**config.mk**
```make
export PLATFORM = sky130hd
export DESIGN_NAME = prog_counter_mode
export DESIGN_NICKNAME = d
export VERILOG_FILES = /design/src/rtl/prog_counter_mode.sv
export SDC_FILE = /design/constraint.sdc
export NUM_CORES = 1
export LEC_CHECK = 0
export BUFFER_PORTS_ARGS = -buffer_cell sky130_fd_sc_hd__buf_2
export CORE_MARGIN = 10
export CORE_UTILIZATION = 52
export CTS_CLUSTER_SIZE = 28
export DETAILED_ROUTE_END_ITERATION = 8
export PLACE_DENSITY_LB_ADDON = 0.15
export SETUP_SLACK_MARGIN = 0.5
export SLEW_MARGIN = 15
export SYNTH_ARGS = -nofsm -noshare
export SYNTH_HDL_FRONTEND = slang
export SYNTH_SLANG_ARGS = --single-unit
```
**constraint.sdc**
```tcl
create_clock -name clk -period 3.5 [get_ports clk]
set_clock_uncertainty 0.1 [all_clocks]
set_input_delay 0.525 -clock clk [delete_from_list [all_inputs] [get_ports clk]]
set_output_delay 0.525 -clock clk [all_outputs]
set_load 0.05 [all_outputs]
```
**src/rtl/prog_counter_mode.sv**
```systemverilog
// prog_counter_mode: WIDTH-bit up/down counter with a programmable terminal
// value and four end-of-count modes (wrap, saturate, one-shot, auto-reload).
// It drives a pad-ready output bus (data plus per-bit output enable), a
// one-cycle terminal-count pulse and a sticky one-shot done flag.
// Optional compare output: define COUNTER_CMP_EN to add cmp_val/match.
module prog_counter_mode #(
    parameter int unsigned WIDTH     = 8,
    parameter int unsigned RESET_VAL = 0
) (
    input  logic             clk,
    input  logic             rst_n,
    input  logic             en,
    input  logic             load,
    input  logic [WIDTH-1:0] load_val,
    input  logic             up,
    input  logic [1:0]       mode,
    input  logic [WIDTH-1:0] limit,
    input  logic             oe,
`ifdef COUNTER_CMP_EN
    input  logic [WIDTH-1:0] cmp_val,
    output logic             match,
`endif
    output logic [WIDTH-1:0] q,
    output logic [WIDTH-1:0] y_out,
    output logic [WIDTH-1:0] y_oe,
    output logic             tc,
    output logic             done
);

    localparam logic [WIDTH-1:0] LP_RESET = WIDTH'(RESET_VAL);
    localparam logic [WIDTH-1:0] LP_ONE   = WIDTH'(1);
    localparam logic [WIDTH-1:0] LP_ZERO  = '0;

    localparam logic [1:0] MODE_WRAP   = 2'd0;
    localparam logic [1:0] MODE_SAT    = 2'd1;
    localparam logic [1:0] MODE_ONESHOT = 2'd2;
    localparam logic [1:0] MODE_RELOAD = 2'd3;

    logic [WIDTH-1:0] r_q;
    logic             r_tc;
    logic             r_done;

    logic [WIDTH-1:0] w_q_next;
    logic             w_tc_next;
    logic             w_done_next;
    logic             w_at_term;

    // Terminal test: up-counting uses >= so a value loaded above limit is
    // already terminal; down-counting terminates at zero.
    always_comb begin
        w_at_term = 1'b0;
        if (up) begin
            w_at_term = (r_q >= limit);
        end else begin
            w_at_term = (r_q == LP_ZERO);
        end
    end

    // Next-state: load beats counting; a completed one-shot freezes the count.
    always_comb begin
        w_q_next    = r_q;
        w_tc_next   = 1'b0;
        w_done_next = r_done;
        if (load) begin
            w_q_next    = load_val;
            w_done_next = 1'b0;
        end else if (en && !r_done) begin
            if (!w_at_term) begin
                w_q_next = up ? (r_q + LP_ONE) : (r_q - LP_ONE);
            end else begin
                w_tc_next = 1'b1;
                case (mode)
                    MODE_WRAP:    w_q_next = up ? LP_ZERO : limit;
                    MODE_SAT:     w_q_next = r_q;
                    MODE_ONESHOT: w_done_next = 1'b1;
                    MODE_RELOAD:  w_q_next = load_val;
                    default:      w_q_next = r_q;
                endcase
            end
        end
    end

    // Count, terminal pulse and done registers.
    always_ff @(posedge clk or negedge rst_n) begin
        if (!rst_n) begin
            r_q    <= LP_RESET;
            r_tc   <= 1'b0;
            r_done <= 1'b0;
        end else begin
            r_q    <= w_q_next;
            r_tc   <= w_tc_next;
            r_done <= w_done_next;
        end
    end

`ifdef COUNTER_CMP_EN
    logic r_match;

    // Compare against the value q is about to take, so match lines up with q.
    always_ff @(posedge clk or negedge rst_n) begin
        if (!rst_n) begin
            r_match <= 1'b0;
        end else begin
            r_match <= (w_q_next == cmp_val);
        end
    end

    assign match = r_match;
`endif

    assign q     = r_q;
    assign y_out = r_q;
    assign y_oe  = {WIDTH{oe}};
    assign tc    = r_tc;
    assign done  = r_done;

endmodule

```
---- Word-level counts from Yosys, hierarchy flattened ----
Cells that the tools add are included.
storage, ports and cells
  register bits ........................... 10
  logic and storage cells ................. 32
  bits of input ports ..................... 24
  ROM bits ................................ 0
  latch bits .............................. 0
  output and inout port bits .............. 26
  memories kept ........................... 0
  RAM bits ................................ 0
operators by class
  bitwise gates (word level) .............. 0
  $mul .................................... 0
  add/subtract/negate cells ............... 2
  reductions and logical operators ........ 9
  shift operators ......................... 0
  $lt $le $gt $ge ......................... 1
  mux-type cells .......................... 14
  equality and inequality tests ........... 3
  divide/modulo/power cells ............... 0
operators by type and width
  operator                                          number
  two-way mux 8 bit                                 5
  case mux 8 bit (2 select lines)                   1
  adder 8 x 1 -> 8 bit, second input constant       1
  greater-or-equal comparator 8 bit                 1
  zero test 8 bit                                   1
  two-way mux 1 bit                                 8
  subtractor 8 x 1 -> 8 bit, second input constant  1
  nonzero test 2 bit                                3
  == test 2 bit, second input constant              2
  != test 4 x 2 -> 1 bit, second input constant     1
  AND reduction 3 bit                               1
  zero test 2 bit                                   1
  AND reduction 2 bit                               1
  logical AND 1 bit                                 1
  zero test 1 bit                                   1

---- Logic depth before layout (Yosys ltp) ----
Gate-level depths: netlist of the first run.
  depth after elaboration ................. 5
  mapped depth ............................ 9
  mapped depth without buffers ............ 8

---- Worst setup path after synthesis of the first run ----
OpenSTA, ideal clock, no wires.
  kind .................................... input to register
  start point ............................. input port up
  end point ............................... register r_q[6], in the netlist q[6]
  path slack .............................. 0.933 ns
  stages on the path ...................... 9
  data arrival time ....................... 2.341 ns
  data required time ...................... 3.274 ns
  cells stage by stage .................... clkbuf_1 -> inv_1 -> fa_1 -> a211oi_1 -> o21bai_1 -> a21oi_1 -> xor2_1 -> a211oi_1 -> a221o_1
between the ends
  longest elaborated chain between the ends .. 5
  elaborated cells on any way between the ends .. 9
  classes of those cells .................. 1 x eq/ne; 7 x mux; 1 x reduce/logical
ends and longest elaborated chain
  item                             RTL line  text
  from (decl)                      15        input logic up,
  two-way mux 8 bit                73        MODE_WRAP: w_q_next = up ? LP_ZERO : limit;
  case mux 8 bit (2 select lines)  72        case (mode)
  two-way mux 8 bit                68        if (!w_at_term) begin
  two-way mux 8 bit                67        end else if (en && !r_done) begin
  two-way mux 8 bit                64        if (load) begin
  to (signal assigned)             90        r_q <= w_q_next;
  to (decl)                        39        logic [WIDTH-1:0] r_q;
Parallel ways exist; a longest one is shown, timed or not. The select of a mux whose other input is x is not followed.
A chain may end at the register's enable or synchronous reset.

---- Worst setup path in the final report of the first run ----
  start point ............................. register r_q[0], in the netlist q[0]
  end point ............................... register r_q[2], in the netlist q[2]
between the ends
  longest elaborated chain between the ends .. 5
  elaborated cells on any way between the ends .. 11
  classes of those cells .................. 2 x add/sub; 1 x order compare; 1 x eq/ne; 5 x mux; 2 x reduce/logical
ends and longest elaborated chain
  item                                                    RTL line  text
  subtractor 8 x 1 -> 8 bit (tied with other cells)       69        w_q_next = up ? (r_q + LP_ONE) : (r_q - LP_ONE);
  two-way mux 8 bit or two-way mux 1 bit (tied branches)  69, 52
  two-way mux 8 bit                                       68
  two-way mux 8 bit                                       67
  two-way mux 8 bit                                       64
Parallel ways exist; a longest one is shown, timed or not. The select of a mux whose other input is x is not followed.

==> results.md, run 1 <==
- Status: finished clean
- Slew Limit Fails: 0
- Netlist cell types: 39
- WP data required: 3.55 ns
- Postcts setup bufs: 0
- Post-CTS Resized: 0
- Critical Path AT: 2.63 ns
- Critical path launch point type: register
- Fin crit period: 2.58 ns
- Non-filler cells, final: 192
- Drt pass-1 iters: 5
- Final setup vio count: 0
- Final WL: 3.49 mm
- Pwr/cell area: 639 mW/mm^2
- Num rows: 17
- CTS tree: yes
- Worst-Margin Slew: 0.940 ns
- Vias in the first global route: 1,189
- Setup TNS: 0 ns
- Routed Antenna Nets: 0
- Fill count: 207
- DRC Markers: 0
- Worst path cell trace: inv_1, ha_1, nor3b_1, o21ai_0, nand4b_1, o211ai_1, nor4b_1, a221o_1
- Sequential fraction of the synthesis area: 0.203
- H-tree depth: 1
- Synthesized flop and latch total: 10
- DIE AREA: 0.00472 sq mm
- Crit path buffers/inverters: 1
- Layout cells sized above 1: 0.280
- RSZ-0062 raised after global routing: false
- Placed cell count: 189
- GP Congestion: 0.916
- Initial antenna violation count: 0
- First-pass GRT wire length: 5.59 mm
- Layout area overhead: 8.93%
- Max Freq: 387 MHz
- Crit share post-route: 0.738
- Cts bufs inserted: 3
- DR vias/cell: 6.10
- Main synth FF type: dfrtp_1
- Sink Count: 10
- Die H: 68.7 microns
- Root Driver: clkbuf_4
- Synthesized instance count: 142
- Global route overflow: 0
- Max clock buf depth: 2
- Hold-fix buffers at CTS: 0
- Post-synthesis cell area: 0.00123 sq mm
- Slowest CP cell: dfrtp_1
- DR vias: 1,172
- Design Area, Final: 0.00134 sq mm
- GRT Total Usage: 0.151
- Max stage delay on crit path: 0.54 ns
- Rel. slew slack: 0.370
- Largest net degree at the start of global routing: 17
- CORE AREA: 0.00223 sq mm
- IO Count: 50
- Yosys warning total: 0
- HP Class: in -> async
- Async SR Flop Fraction: 1.00
- Reg clk slew, reported paths: 0.07 ns
- DR iter-0 viols: 79
- Clk_lat worst skew: 0.26 ns
- Crit end category: register
- CP delay by family, top: compound AO/OA/AOI/OAI gates
- Antenna diodes: 0
- Maximum VDD drop: 0.363 mV
- Initial Utilization: 0.552
- Final nets: 205
- Leak: 0.000665 uW
- Worst Path Max Fanout: 11
- Critical path type: reg -> reg
- Routed len/inst: 18.2 microns
- Syn Nets: 181
- Post-DP Area: 0.00132 sq mm
- WHS: 0.0212 ns
- Hold Fails Final Rpt: 0
- Hpwl dp: 2.70 mm
- Die Width: 68.7 microns
- Number of synthesized flops with an enable pin: 0
- Maxcap violations: 0
- Mean post-synth cell area: 8.68 sq um
- Port buffer count: 40
==> synthesized netlist by cell type (2+ instances only) <==
library cell	n	area, sq um
buf_4	16	120
ha_1	14	175
dfrtp_1	10	250
inv_1	10	37.5
a21oi_1	8	40.0
a211oi_1	7	52.6
o21ai_0	7	35.0
nor2_1	6	22.5
nor3_1	6	30.0
a221o_1	4	40.0
a221oi_1	4	35.0
mux2i_1	4	40.0
nand2_1	4	15.0
xnor2_1	4	35.0
xor2_1	4	35.0
a22oi_1	3	22.5
clkbuf_1	3	11.3
nor2b_1	3	18.8
o211ai_1	3	22.5
a21o_1	2	15.0
o21bai_1	2	15.0
==> sequential cells by signal (all words and copies together), names as in the netlist <==
signal	cells
tc	1
done	1
q	8
==> power by group <==
group / switching [uW] / total, uW / internal [uW]
Combinational: 391 / 587 / 196
Sequential: 47.5 / 189 / 141
Clock: 42.6 / 82.3 / 39.7
==> path summary, 6_finish.rpt <==
path,from,end,slack (ns),depth (start not counted)
setup / recovery,q[0]$_DFFE_PN0P_,q[2]$_DFFE_PN0P_,0.92,8
hold / removal,rst_n,done$_DFFE_PN0P_,0.02,1
setup reg to reg,q[0]$_DFFE_PN0P_,q[2]$_DFFE_PN0P_,0.92,8
hold reg to reg,done$_DFFE_PN0P_,done$_DFFE_PN0P_,0.44,2
max in group asynchronous,rst_n,q[6]$_DFFE_PN0P_,3.06,1
min in group clk,load_val[6],q[6]$_DFFE_PN0P_,0.41,2
==> metal layers <==
| layer | part of all wire | vias to the layer above | global-route usage | wire (microns) |
|---|---|---|---|---|
| met4 | 0.0086 | 0 | 0.0578 | 30 |
| li1 | - | 560 | - | - |
| met3 | 0.056 | 2 | 0.0193 | 196 |
| met1 | 0.44 | 578 | 0.191 | 1530 |
| met5 | 0 | - | 0 | 0 |
| met2 | 0.50 | 32 | 0.256 | 1740 |
==> cell families (layout without fill, tap and decap cells) <==
| family | Yosys count | after routing | synth area share |
|---|---|---|---|
| AO/OA/AOI/OAI | 47 | 47 | 0.279 |
| XOR/XNOR | 8 | 8 | 0.0568 |
| adder cells (fa/ha/maj) | 15 | 15 | 0.158 |
| buffers and inverters | 31 | 53 | 0.150 |
| flip-flops | 10 | 10 | 0.203 |
| multiplexers | 4 | 4 | 0.0325 |
| AND/OR/NAND/NOR | 27 | 27 | 0.120 |
==> through the flow <==
step,util,total power (uW),worst slack [ns]
after floorplan,-,698,0.933
after global placement,0.591,758,0.885
after detailed placement,0.591,772,0.780
after CTS,0.601,855,0.946
after global routing,0.601,921,0.707
final,0.601,857,0.919
==> cell type report <==
| cell class | count | area, sq um | share of cell area |
|---|---|---|---|
| multi-input combinational | 101 | 797 | 0.594 |
| timing repair buffer | 40 | 200 | 0.149 |
| inverter | 10 | 37.5 | 0.0280 |
| tap | 28 | 35.0 | 0.0261 |
| clock buffer | 3 | 22.5 | 0.0168 |
| sequential | 10 | 250 | 0.186 |
==> cells in the final DEF (no fill, tap or decap), types with 2 or more instances in the layout <==
master    netlist  routed
a211oi_1        7       7
a21o_1          2       2
a21oi_1         8       8
a221o_1         4       4
a221oi_1        4       4
a22oi_1         3       3
buf_2           1      40
clkbuf_4        0       3
dfrtp_1        10      10
ha_1           14      14
inv_1          10      10
mux2i_1         4       4
nand2_1         4       4
nor2_1          6       6
nor2b_1         3       3
nor3_1          6       6
o211ai_1        3       3
o21ai_0         7       7
o21bai_1        2       2
xnor2_1         4       4
xor2_1          4       4
(Power assumes the default switching activity.)
==> run 2, diff against run 1 <==
- CORE_UTILIZATION: 52 -> 48
- clock period: 3.5 -> 2.62 ns (I/O delays scaled with it)
==> results.md, run 2 (synthesis results as in run 1) <==
- Status: finished clean
- R2R Path Start: q[1]$_DFFE_PN0P_
- Critical Path AT: 2.27 ns (-0.36 ns)
- Routed Antenna Nets: 0 (unchanged)
- Final WL: 3.78 mm (+8.1%)
- RSZ-0062 raised after global routing: true
- Vias in the first global route: 1,273 (+7.1%)
- DR vias/cell: 5.81 (-4.8%)
- Critical path launch point type: register
- H-tree depth: 1 (unchanged)
- GRT Total Usage: 0.139 (-0.0123)
- Num rows: 18 (+1)
- Hpwl dp: 2.72 mm (+0.94%)
- Leak: 0.000764 uW (+15%)
- Worst hold path stage count: 2
- Rel. slew slack: 0.646 (+0.275)
- Slew Limit Fails: 0 (unchanged)
- Routed len/inst: 17.8 microns (-2.1%)
- Setup TNS: 0 ns (unchanged)
- Final setup vio count: 0 (unchanged)
- DR iter-0 viols: 45 (-43%)
- Fin crit period: 2.22 ns (-0.363 ns)
- Layout area overhead: 34.7%
- Crit share post-route: 0.847 (+0.109)
- Commonest cells after routing, fill and taps aside: buf_2, buf_4, ha_1, inv_1
- Die Width: 70.7 microns (+2.9%)
- Met2 Resource Use GR: 0.248 (-0.00826)
- Worst Path Max Fanout: 7 (-4)
- WHS: 0.273 ns (+0.252 ns)
- Final nets: 222 (+8.3%)
- GP Congestion: 0.859 (-6.3%)
- DRC Markers: 0 (unchanged)
- CTS tree: yes
- CORE AREA: 0.00245 sq mm (+9.9%)
- DR vias: 1,232 (+5.1%)
- Reg clk slew, reported paths: 0.08 ns (about the same)
- Die H: 70.7 microns (+2.9%)
- Clk_lat worst skew: 0.28 ns (+0.02 ns)
- IO Count: 50 (unchanged)
- Reg2Reg Setup Slack: 0.40 ns (-0.52 ns)
- Initial Utilization: 0.502 (-0.0498)
- Sink Count: 10 (unchanged)
- Port buffer count: 40 (unchanged)
- WP data required: 2.67 ns (-0.88 ns)
- Drt pass-1 iters: 4 (-1)
- GR Layer Usage met1: 0.161 (-0.0292)
- HP Class: in -> reg
- Layout cells sized above 1: 0.505 (+0.225)
- Reg2Reg Capture Point: q[6]$_DFFE_PN0P_
- Global route overflow: 0 (unchanged)
- GR peak layer: met2
- First-pass GRT wire length: 5.99 mm (+7.2%)
- Post-DP Area: 0.00143 sq mm (+8.5%)
- Max clock buf depth: 2 (unchanged)
- Worst-Margin Slew: 0.531 ns (-0.409 ns)
- Crit end category: register
- Maxcap violations: 0 (unchanged)
- CP startpoint: q[1]$_DFFE_PN0P_
- Max Freq: 451 MHz (+16%)
- Initial antenna violation count: 0 (unchanged)
- Pwr/cell area: 813 mW/mm^2 (+27%)
- Hold Fails Final Rpt: 0 (unchanged)
- Cts bufs inserted: 3 (unchanged)
- End point of the critical path: q[6]$_DFFE_PN0P_
- GR Util met3: 0.0265 (+0.00718)
- Maximum VDD drop: 0.729 mV (+100%)
- Most common cell after layout, fill and taps aside: buf_2
- Design Area, Final: 0.00166 sq mm (+24%)
- Root Driver: clkbuf_4
- Critical path type: reg -> reg
- Max FFs per register: 8 (unchanged)
- R2R depth: 8 (unchanged)
- Antenna diodes: 0 (unchanged)
- Largest net degree at the start of global routing: 14 (-3)
- DIE AREA: 0.00499 sq mm (+5.9%)
[run 2: changes by cell type in the layout (fill, tap and decap cells not counted), sizes merged]
cell	previous run	this run
dlygate4sd3	0	1
buf	40	55
clkbuf	3	4
o211ai	4	5
[run 2: cell type report]
class,instances,area [sq um]
clock buffer,4,26.3
fill,201,795
sequential,10,263
inverter,10,40.0
multi-input combinational,102,960
tap,30,37.5
timing repair buffer,56,334
[run 2: where the power goes]
| part | internal [uW] | switching [uW] | total [uW] |
|---|---|---|---|
| combinational | 370 | 598 | 968 |
| clock | 59.0 | 64.4 | 123 |
| sequential | 196 | 62.8 | 259 |
[run 2: critical path, cell delays in order (launching register included)]
cell	delay [ns]
dfrtp_2	0.47
buf_4	0.16
fa_2	0.36
a211oi_2	0.19
o21bai_1	0.11
a21oi_1	0.16
xor2_1	0.18
a211oi_1	0.09
a221o_1	0.28
[run 2: through the flow]
| step | worst slack [ns] | power (uW) | cells | utilization |
|---|---|---|---|---|
| final | 0.401 | 1350 | 212 | 0.676 |
| after global routing | 0.341 | 1440 | 212 | 0.676 |
| after CTS | 0.444 | 1290 | 208 | 0.647 |
| after detailed placement | 0.227 | 1080 | 194 | 0.584 |
| after global placement | 0.281 | 1070 | 194 | 0.584 |
| after floorplan | 0.443 | 979 | 142 | - |
[run 2: worst min-delay path by stage]
stage / start / endpoint / slack [ns]
global route: load_val[0] / q[0]$_DFFE_PN0P_ / 0.28
CTS: load_val[0] / q[0]$_DFFE_PN0P_ / 0.28
detailed placement: rst_n / q[0]$_DFFE_PN0P_ / 0.18
finish: load_val[0] / q[0]$_DFFE_PN0P_ / 0.27
floorplan: rst_n / done$_DFFE_PN0P_ / -0.003
global placement: rst_n / q[0]$_DFFE_PN0P_ / 0.18
[run 2: metal layers]
metal  vias to the layer above  wire length (microns)
met5                         -                      0
met3                         4                    257
met2                        40                   1960
met4                         0                     34
met1                       589                   1520
li1                        599                      -
[run 2: repair_timing]
item,CTS,global route
buffers inserted,8,4
hold buffers,1,0
pin swaps,10,7
cloned,1,0
hold endpoints to repair,10,0
resized for setup,10,8
setup endpoints to repair,9,9
